File: src/rtl/hazard_unit_mc.sv
// Pipeline hazard unit: combinational forwarding/stall/flush, a mult/div busy FSM and a stall counter.
// Zero-latency outputs except MdBusy/StallCount; a memory wait freezes F..M and bubbles W.
module hazard_unit_mc #(
  parameter int REG_AW     = 5,
  parameter int MD_LATENCY = 4,
  parameter int CNT_W      = 16
) (
  input  logic              clk,
  input  logic              reset,
  input  logic [REG_AW-1:0] RsD,
  input  logic [REG_AW-1:0] RtD,
  input  logic [REG_AW-1:0] RsE,
  input  logic [REG_AW-1:0] RtE,
  input  logic [REG_AW-1:0] WriteRegE,
  input  logic [REG_AW-1:0] WriteRegM,
  input  logic [REG_AW-1:0] WriteRegW,
  input  logic              BranchD,
  input  logic              MemtoRegE,
  input  logic              RegWriteE,
  input  logic              MemtoRegM,
  input  logic              RegWriteM,
  input  logic              RegWriteW,
  input  logic              MdStartD,
  input  logic              MdStartE,
  input  logic              MdUseD,
  input  logic              MemAccessM,
  input  logic              MemReadyM,
  output logic              StallF,
  output logic              StallD,
  output logic              StallE,
  output logic              StallM,
  output logic              FlushE,
  output logic              FlushW,
  output logic              ForwardAD,
  output logic              ForwardBD,
  output logic              MdBusy,
  output logic [1:0]        ForwardAE,
  output logic [1:0]        ForwardBE,
  output logic [CNT_W-1:0]  StallCount
);

  typedef enum logic {IDLE, BUSY} mdState_t;

  localparam logic [3:0] MD_INIT = 4'(MD_LATENCY);

  mdState_t   state, stateNext;
  logic [3:0] mdcnt, mdcntNext;
  logic       lwstall, branchstall, mdstall, memstall;

  assign ForwardAE = (RsE != '0 && RsE == WriteRegM && RegWriteM) ? 2'b10 :
                     (RsE != '0 && RsE == WriteRegW && RegWriteW) ? 2'b01 : 2'b00;
  assign ForwardBE = (RtE != '0 && RtE == WriteRegM && RegWriteM) ? 2'b10 :
                     (RtE != '0 && RtE == WriteRegW && RegWriteW) ? 2'b01 : 2'b00;
  assign ForwardAD = (RsD != '0) && (RsD == WriteRegM) && RegWriteM;
  assign ForwardBD = (RtD != '0) && (RtD == WriteRegM) && RegWriteM;

  // Gated by reset so a reset landing mid-operation leaves no stall behind.
  assign MdBusy = (state == BUSY) && !reset;

  assign lwstall     = MemtoRegE && (RtE != '0) && ((RsD == RtE) || (RtD == RtE));
  assign branchstall = BranchD &&
                       ((RegWriteE && WriteRegE != '0 && (WriteRegE == RsD || WriteRegE == RtD)) ||
                        (MemtoRegM && WriteRegM != '0 && (WriteRegM == RsD || WriteRegM == RtD)));
  assign mdstall     = MdBusy && (MdUseD || MdStartD);
  assign memstall    = MemAccessM && !MemReadyM;

  always_comb begin
    StallF = 1'b0;
    StallD = 1'b0;
    StallE = 1'b0;
    StallM = 1'b0;
    FlushE = 1'b0;
    FlushW = 1'b0;
    if (memstall) begin
      StallF = 1'b1;
      StallD = 1'b1;
      StallE = 1'b1;
      StallM = 1'b1;
      FlushW = 1'b1;
    end else if (lwstall || branchstall || mdstall) begin
      StallF = 1'b1;
      StallD = 1'b1;
      FlushE = 1'b1;
    end
  end

  always_comb begin
    stateNext = state;
    mdcntNext = mdcnt;
    if (state == IDLE) begin
      // An op frozen in E by StallE starts only once it is released.
      if (MdStartE && !StallE) begin
        stateNext = BUSY;
        mdcntNext = MD_INIT;
      end
    end else begin
      mdcntNext = mdcnt - 4'd1;
      if (mdcnt == 4'd1) stateNext = IDLE;
    end
  end

  always_ff @(posedge clk) begin
    if (reset) begin
      state <= IDLE;
      mdcnt <= 4'd0;
    end else begin
      state <= stateNext;
      mdcnt <= mdcntNext;
    end
  end

  always_ff @(posedge clk) begin
    if (reset) begin
      StallCount <= '0;
    end else if (StallF && StallCount != {CNT_W{1'b1}}) begin
      StallCount <= StallCount + 1'b1;
    end
  end

endmodule

File: config.mk
export PLATFORM = sky130hd
export DESIGN_NAME = hazard_unit_mc
export DESIGN_NICKNAME = d
export VERILOG_FILES = /design/src/rtl/hazard_unit_mc.sv
export SDC_FILE = /design/constraint.sdc
export NUM_CORES = 1
export LEC_CHECK = 0
export BUFFER_PORTS_ARGS = -buffer_cell sky130_fd_sc_hd__buf_4
export CAP_MARGIN = 15
export CORE_ASPECT_RATIO = 0.9
export CORE_MARGIN = 2
export CORE_UTILIZATION = 40
export CTS_CLUSTER_SIZE = 12
export DETAILED_ROUTE_END_ITERATION = 8
export HOLD_SLACK_MARGIN = 0.15
export PLACE_DENSITY = 0.71
export SYNTH_ARGS = -nofsm -noshare
export SYNTH_HDL_FRONTEND = slang
export SYNTH_SLANG_ARGS = --single-unit
export TNS_END_PERCENT = 50
File: constraint.sdc
create_clock -name clk -period 4.9 [get_ports clk]
set_input_delay 0.735 -clock clk [delete_from_list [all_inputs] [get_ports clk]]
set_output_delay 0.735 -clock clk [all_outputs]
set_load 0.01 [all_outputs]
Word level (Yosys, flattened, before mapping)
Index checks and enable logic that the tools add are counted.

word-level totals
  bits in registers = 21
  input bits = 48
  word-level logic and storage cells = 73

cells by class
  $add $sub $neg = 2
  equal/unequal tests = 14
  muxes and demuxes = 13
  reductions and logical operators = 41

operator list
  kind                                                 number
  equality test 5 bit                                  12
  nonzero test 5 bit                                   6
  logical AND 1 bit                                    24
  adder 16 x 1 -> 16 bit, second input constant        1
  != test 16 bit, second input constant                1
  2-to-1 mux 1 bit                                     9
  2-to-1 mux 4 bit                                     2
  logical OR 1 bit                                     7
  equality test 4 x 1 -> 1 bit, second input constant  1
  2-to-1 mux 2 bit                                     2
  subtractor 4 x 1 -> 4 bit, second input constant     1
  zero test 1 bit                                      3
  nonzero test 2 bit                                   1

Depth between registers and ports, before layout
  depth in word-level cells = 10
  depth in mapped cells = 9
  mapped depth without buffers = 8

Least setup slack after synthesis
Ideal clock, no wire load.

  path type = input port to output port
  start point = input WriteRegM[1]
  end point = output StallF
  arrival = 2.447 ns
  required time = 4.165 ns
  setup slack = 1.718 ns
  cell stages on the path = 8
  path buffers = 3
  path through = buf_2 > or4_1 > o211ai_2 > a21oi_2 > nor4b_4 > buf_2 > inv_1 > buf_4

between the ends
  cells in the longest elaborated chain, start to end = 9
  elaborated cells on any way between the ends = 12
  those cells by class = 2 x eq/ne; 2 x mux; 8 x reduce/logical

ends and longest elaborated chain
  element                                                           line  source
  from (decl)                                                       15    input logic [REG_AW-1:0] WriteRegM,
  equality test 5 bit / nonzero test 5 bit (equally long branches)  63    (MemtoRegM && WriteRegM != '0 && (WriteRegM == RsD || WriteRegM == RtD)));
  logical OR 1 bit / logical AND 1 bit (equally long branches)      63
  logical AND 1 bit *                                               63
  logical OR 1 bit *                                                62    ((RegWriteE && WriteRegE != '0 && (WriteRegE == RsD || WriteRegE == RtD)) ||
  logical AND 1 bit *                                               61    assign branchstall = BranchD &&
  logical OR 1 bit * (2 in series)                                  80    end else if (lwstall || branchstall || mdstall) begin
  2-to-1 mux 1 bit * (2 in series)                                  n/a
  to (decl)                                                         28    output logic StallF,

Every way passes the cells marked *; elsewhere a longest branch is shown, timed or not.

Worst setup path in the final report
  start point = input WriteRegM[1]
  end point = output StallD

between the ends
  cells in the longest elaborated chain, start to end = 9
  elaborated cells on any way between the ends = 12
  those cells by class = 2 x eq/ne; 2 x mux; 8 x reduce/logical

ends and longest elaborated chain
  element                                                           line  source
  equality test 5 bit / nonzero test 5 bit (equally long branches)  63
  logical OR 1 bit / logical AND 1 bit (equally long branches)      63
  logical AND 1 bit *                                               63
  logical OR 1 bit *                                                62
  logical AND 1 bit *                                               61
  logical OR 1 bit * (2 in series)                                  80
  2-to-1 mux 1 bit *                                                80
  2-to-1 mux 1 bit *                                                74    if (memstall) begin
  to (decl)                                                         29    output logic StallD,

Marked as above.

==> flow_summary.ini <==
[critical_path]
cp_common_cell = buf_4
crit_type = input port to output port
crit_chain = buf_4 > or4_1 > o211ai_2 > a21oi_2 > nor4b_4 > buf_4 > inv_1 > buf_4
crit_fanout = 24
worst_ep_arrival_time_ns = 2.44
cp-end-kind = output port
required_ns = 4.16
max_stage_delay_ns = 0.56
r2r_cells = 8
slowest_stage = or4_1
startpoint_type = input port

[global_route]
grt_overflow = 0
grt_pass1_wl_um = 8210
first_global_vias = 1769
grtUsageTotal_pct = 18.3
antenna_found_initial = 0
grt_max_degree = 33

[logic_synthesis]
syn_inst = 248
synth_flop_cell = dfxtp_1
synth_edf_count = 0
ys_ff_latch = 21
async_flop_share_pct = 0
synth_top_cell_area_share_pct = 22.2
synthTopCellsByArea = dfxtp_1 (22%), xnor2_1 (17%), xor2_1 (6.5%)
yosysTopAreaCell = dfxtp_1
syn-cell-area_sq_um = 1890
avgSynthCellArea_sq_um = 7.62
ys_seq_area_share_pct = 22.2
syn-num-nets = 299
yosys_warnings = 0
yosysUniqueCellTypes = 37

[clock_tree]
cts_tree = built
cts_buffer_depth = 2
htree_levels = 1
cts.sinks = 21
cts.clk_slew.worst_paths_ns = 0.08
post-cts-setup-buffers = 0
postCtsHoldBufs = 0
cts_resized = 0
insertion_delay_ns = 0.26
numCtsBuffers = 3
cts_root_buffer = clkbuf_8

[detailed_routing]
route.detailed.drc = 0
wire_per_inst_um = 13.1
drt-total-wl_um = 4870
drt_iter0_markers = 82
vias_per_cell = 5.09
vias = 1890
first_pass_iters = 4
drt.antenna.violating_nets = 0

[sta]
skew_ns = 0.00191
fmax_mhz = 315
period_needed_ns = 3.17
tightestPinTransition_ns = 0.613
setup_tns_ns = 0
setup_ws_ns = 1.73
setup_viol_count_final = 0
relSlewSlack_pct = 59.0
rsz0062_at_grt = no
fin_crit_sh_pct = 64.7
hold_viol = 0
slew_viol_final = 0

[place]
dp_hpwl_um = 3900
preCtsSetupSlack_ns = 1.73
numPortBuffers = 76
gp_congestion = 0.831

[die]
start_util_pct = 42.1
die_h_um = 69.2
dieArea_sq_um = 5290
io_pins = 77
chipWidth_um = 76.5
core_area_sq_um = 4490
rows = 23

[worst_hold_path]
holdPathStages = 1
hold_path_class = flop to flop

[final_layout]
multi_input_area_sq_um = 1350
fillCellCount = 457
seq_area_sq_um = 420
diodes = 0
area_growth_pct = 32.1
drive_above_1_share_pct = 27.8
finish.net_count = 361

[pwr]
p_leak_nw = 1.00
ir_drop_uv = 132
power_density_nw_per_um2 = 180
finalPower_mw = 0.450

[run]
cap_violations = 0

[run_status]
status = finished, final reports clean
-- critical path, delay by kind of cell --
kind	cells	cell delay (ns)
AO/OA/AOI/OAI	2	0.24
buffers and inverters	4	0.64
AND/OR/NAND/NOR	2	0.81
-- report_power, final --
| part | switching (mW) | leakage (nW) | internal, mW |
|---|---|---|---|
| clock network | 0.0596 | 0.0217 | 0.0575 |
| registers | 0.00778 | 0.171 | 0.177 |
| logic | 0.0706 | 0.811 | 0.0779 |
| total | 0.138 | 1.00 | 0.312 |
-- layer usage --
layer  vias to the layer above  GRT usage (%)  wire [um]
li1                        976              -          -
met1                       877           23.4       2220
met2                        35           32.4       2420
met3                         2           3.65        201
met4                         0           2.42         24
met5                         -              0          0
-- layout by cell type, fill, tap and decap left out, types with 4 or more instances in the layout --
| master | n |
|---|---|
| mux2_1 | 5 |
| dfxtp_1 | 21 |
| o21ai_0 | 7 |
| nor3_1 | 8 |
| nand3_1 | 10 |
| or3_1 | 6 |
| xor2_1 | 14 |
| nand4_1 | 10 |
| nor2b_1 | 12 |
| nand2_1 | 15 |
| xnor2_1 | 36 |
| nor2_1 | 24 |
| nor4_1 | 5 |
| nand2b_1 | 4 |
| buf_4 | 77 |
| a21oi_1 | 13 |
| inv_1 | 5 |
| or4_1 | 7 |
-- Yosys cell counts, types with 3 or more instances --
cell type  instances
a21oi_1           13
and3_1             3
buf_2              3
buf_4              3
clkbuf_1          13
dfxtp_1           21
ha_1               3
inv_1              5
mux2_1             5
nand2_1           15
nand2b_1           4
nand3_1           10
nand4_1           10
nor2_1            24
nor2b_1           12
nor3_1             8
nor4_1             5
o21ai_0            7
or3_1              6
or4_1              7
xnor2_1           36
xor2_1            14
-- sequential cells by signal, summed over array words and instances, names as in the netlist --
name        count
state           1
StallCount     16
mdcnt           4
-- final cells by class --
cell class,count,area share [%]
clock buffer,3,1.65
clock inverter,1,0.301
inverter,5,0.752
multi-input combinational,202,54.2
sequential,21,16.8
tap,62,3.11
timing repair buffer,77,23.1
-- kinds of logic after synthesis --
logic type	after synthesis	synth area share [%]
and+or+nand+nor	107	30.4
adders and majority gates	3	1.99
muxes	9	5.23
DFF	21	22.2
AOI/OAI and AO/OA	33	10.8
xor gates and xnor gates	50	23.2
buffers and inverters	25	6.15
-- final timing paths --
path | from | end | slack (ns)
hold reg to reg | mdcnt[3]$_SDFFE_PP0P_ | mdcnt[3]$_SDFFE_PP0P_ | 0.49
setup / recovery | WriteRegM[1] | StallD | 1.73
hold / removal | mdcnt[3]$_SDFFE_PP0P_ | mdcnt[3]$_SDFFE_PP0P_ | 0.49
setup reg to reg | StallCount[0]$_SDFFE_PP0P_ | StallCount[13]$_SDFFE_PP0P_ | 2.82
-- through the flow --
stage	cell area [sq um]	std cells	hold WS (ns)	util (%)
after floorplan	1890	248	0.439	-
after global placement	2450	367	0.463	54.5
after detailed placement	2450	367	0.477	54.5
after CTS	2500	371	0.487	55.6
after global routing	2500	371	0.510	55.6
final	2500	371	0.487	55.6
Note: power is estimated with default switching activity, not from simulation.
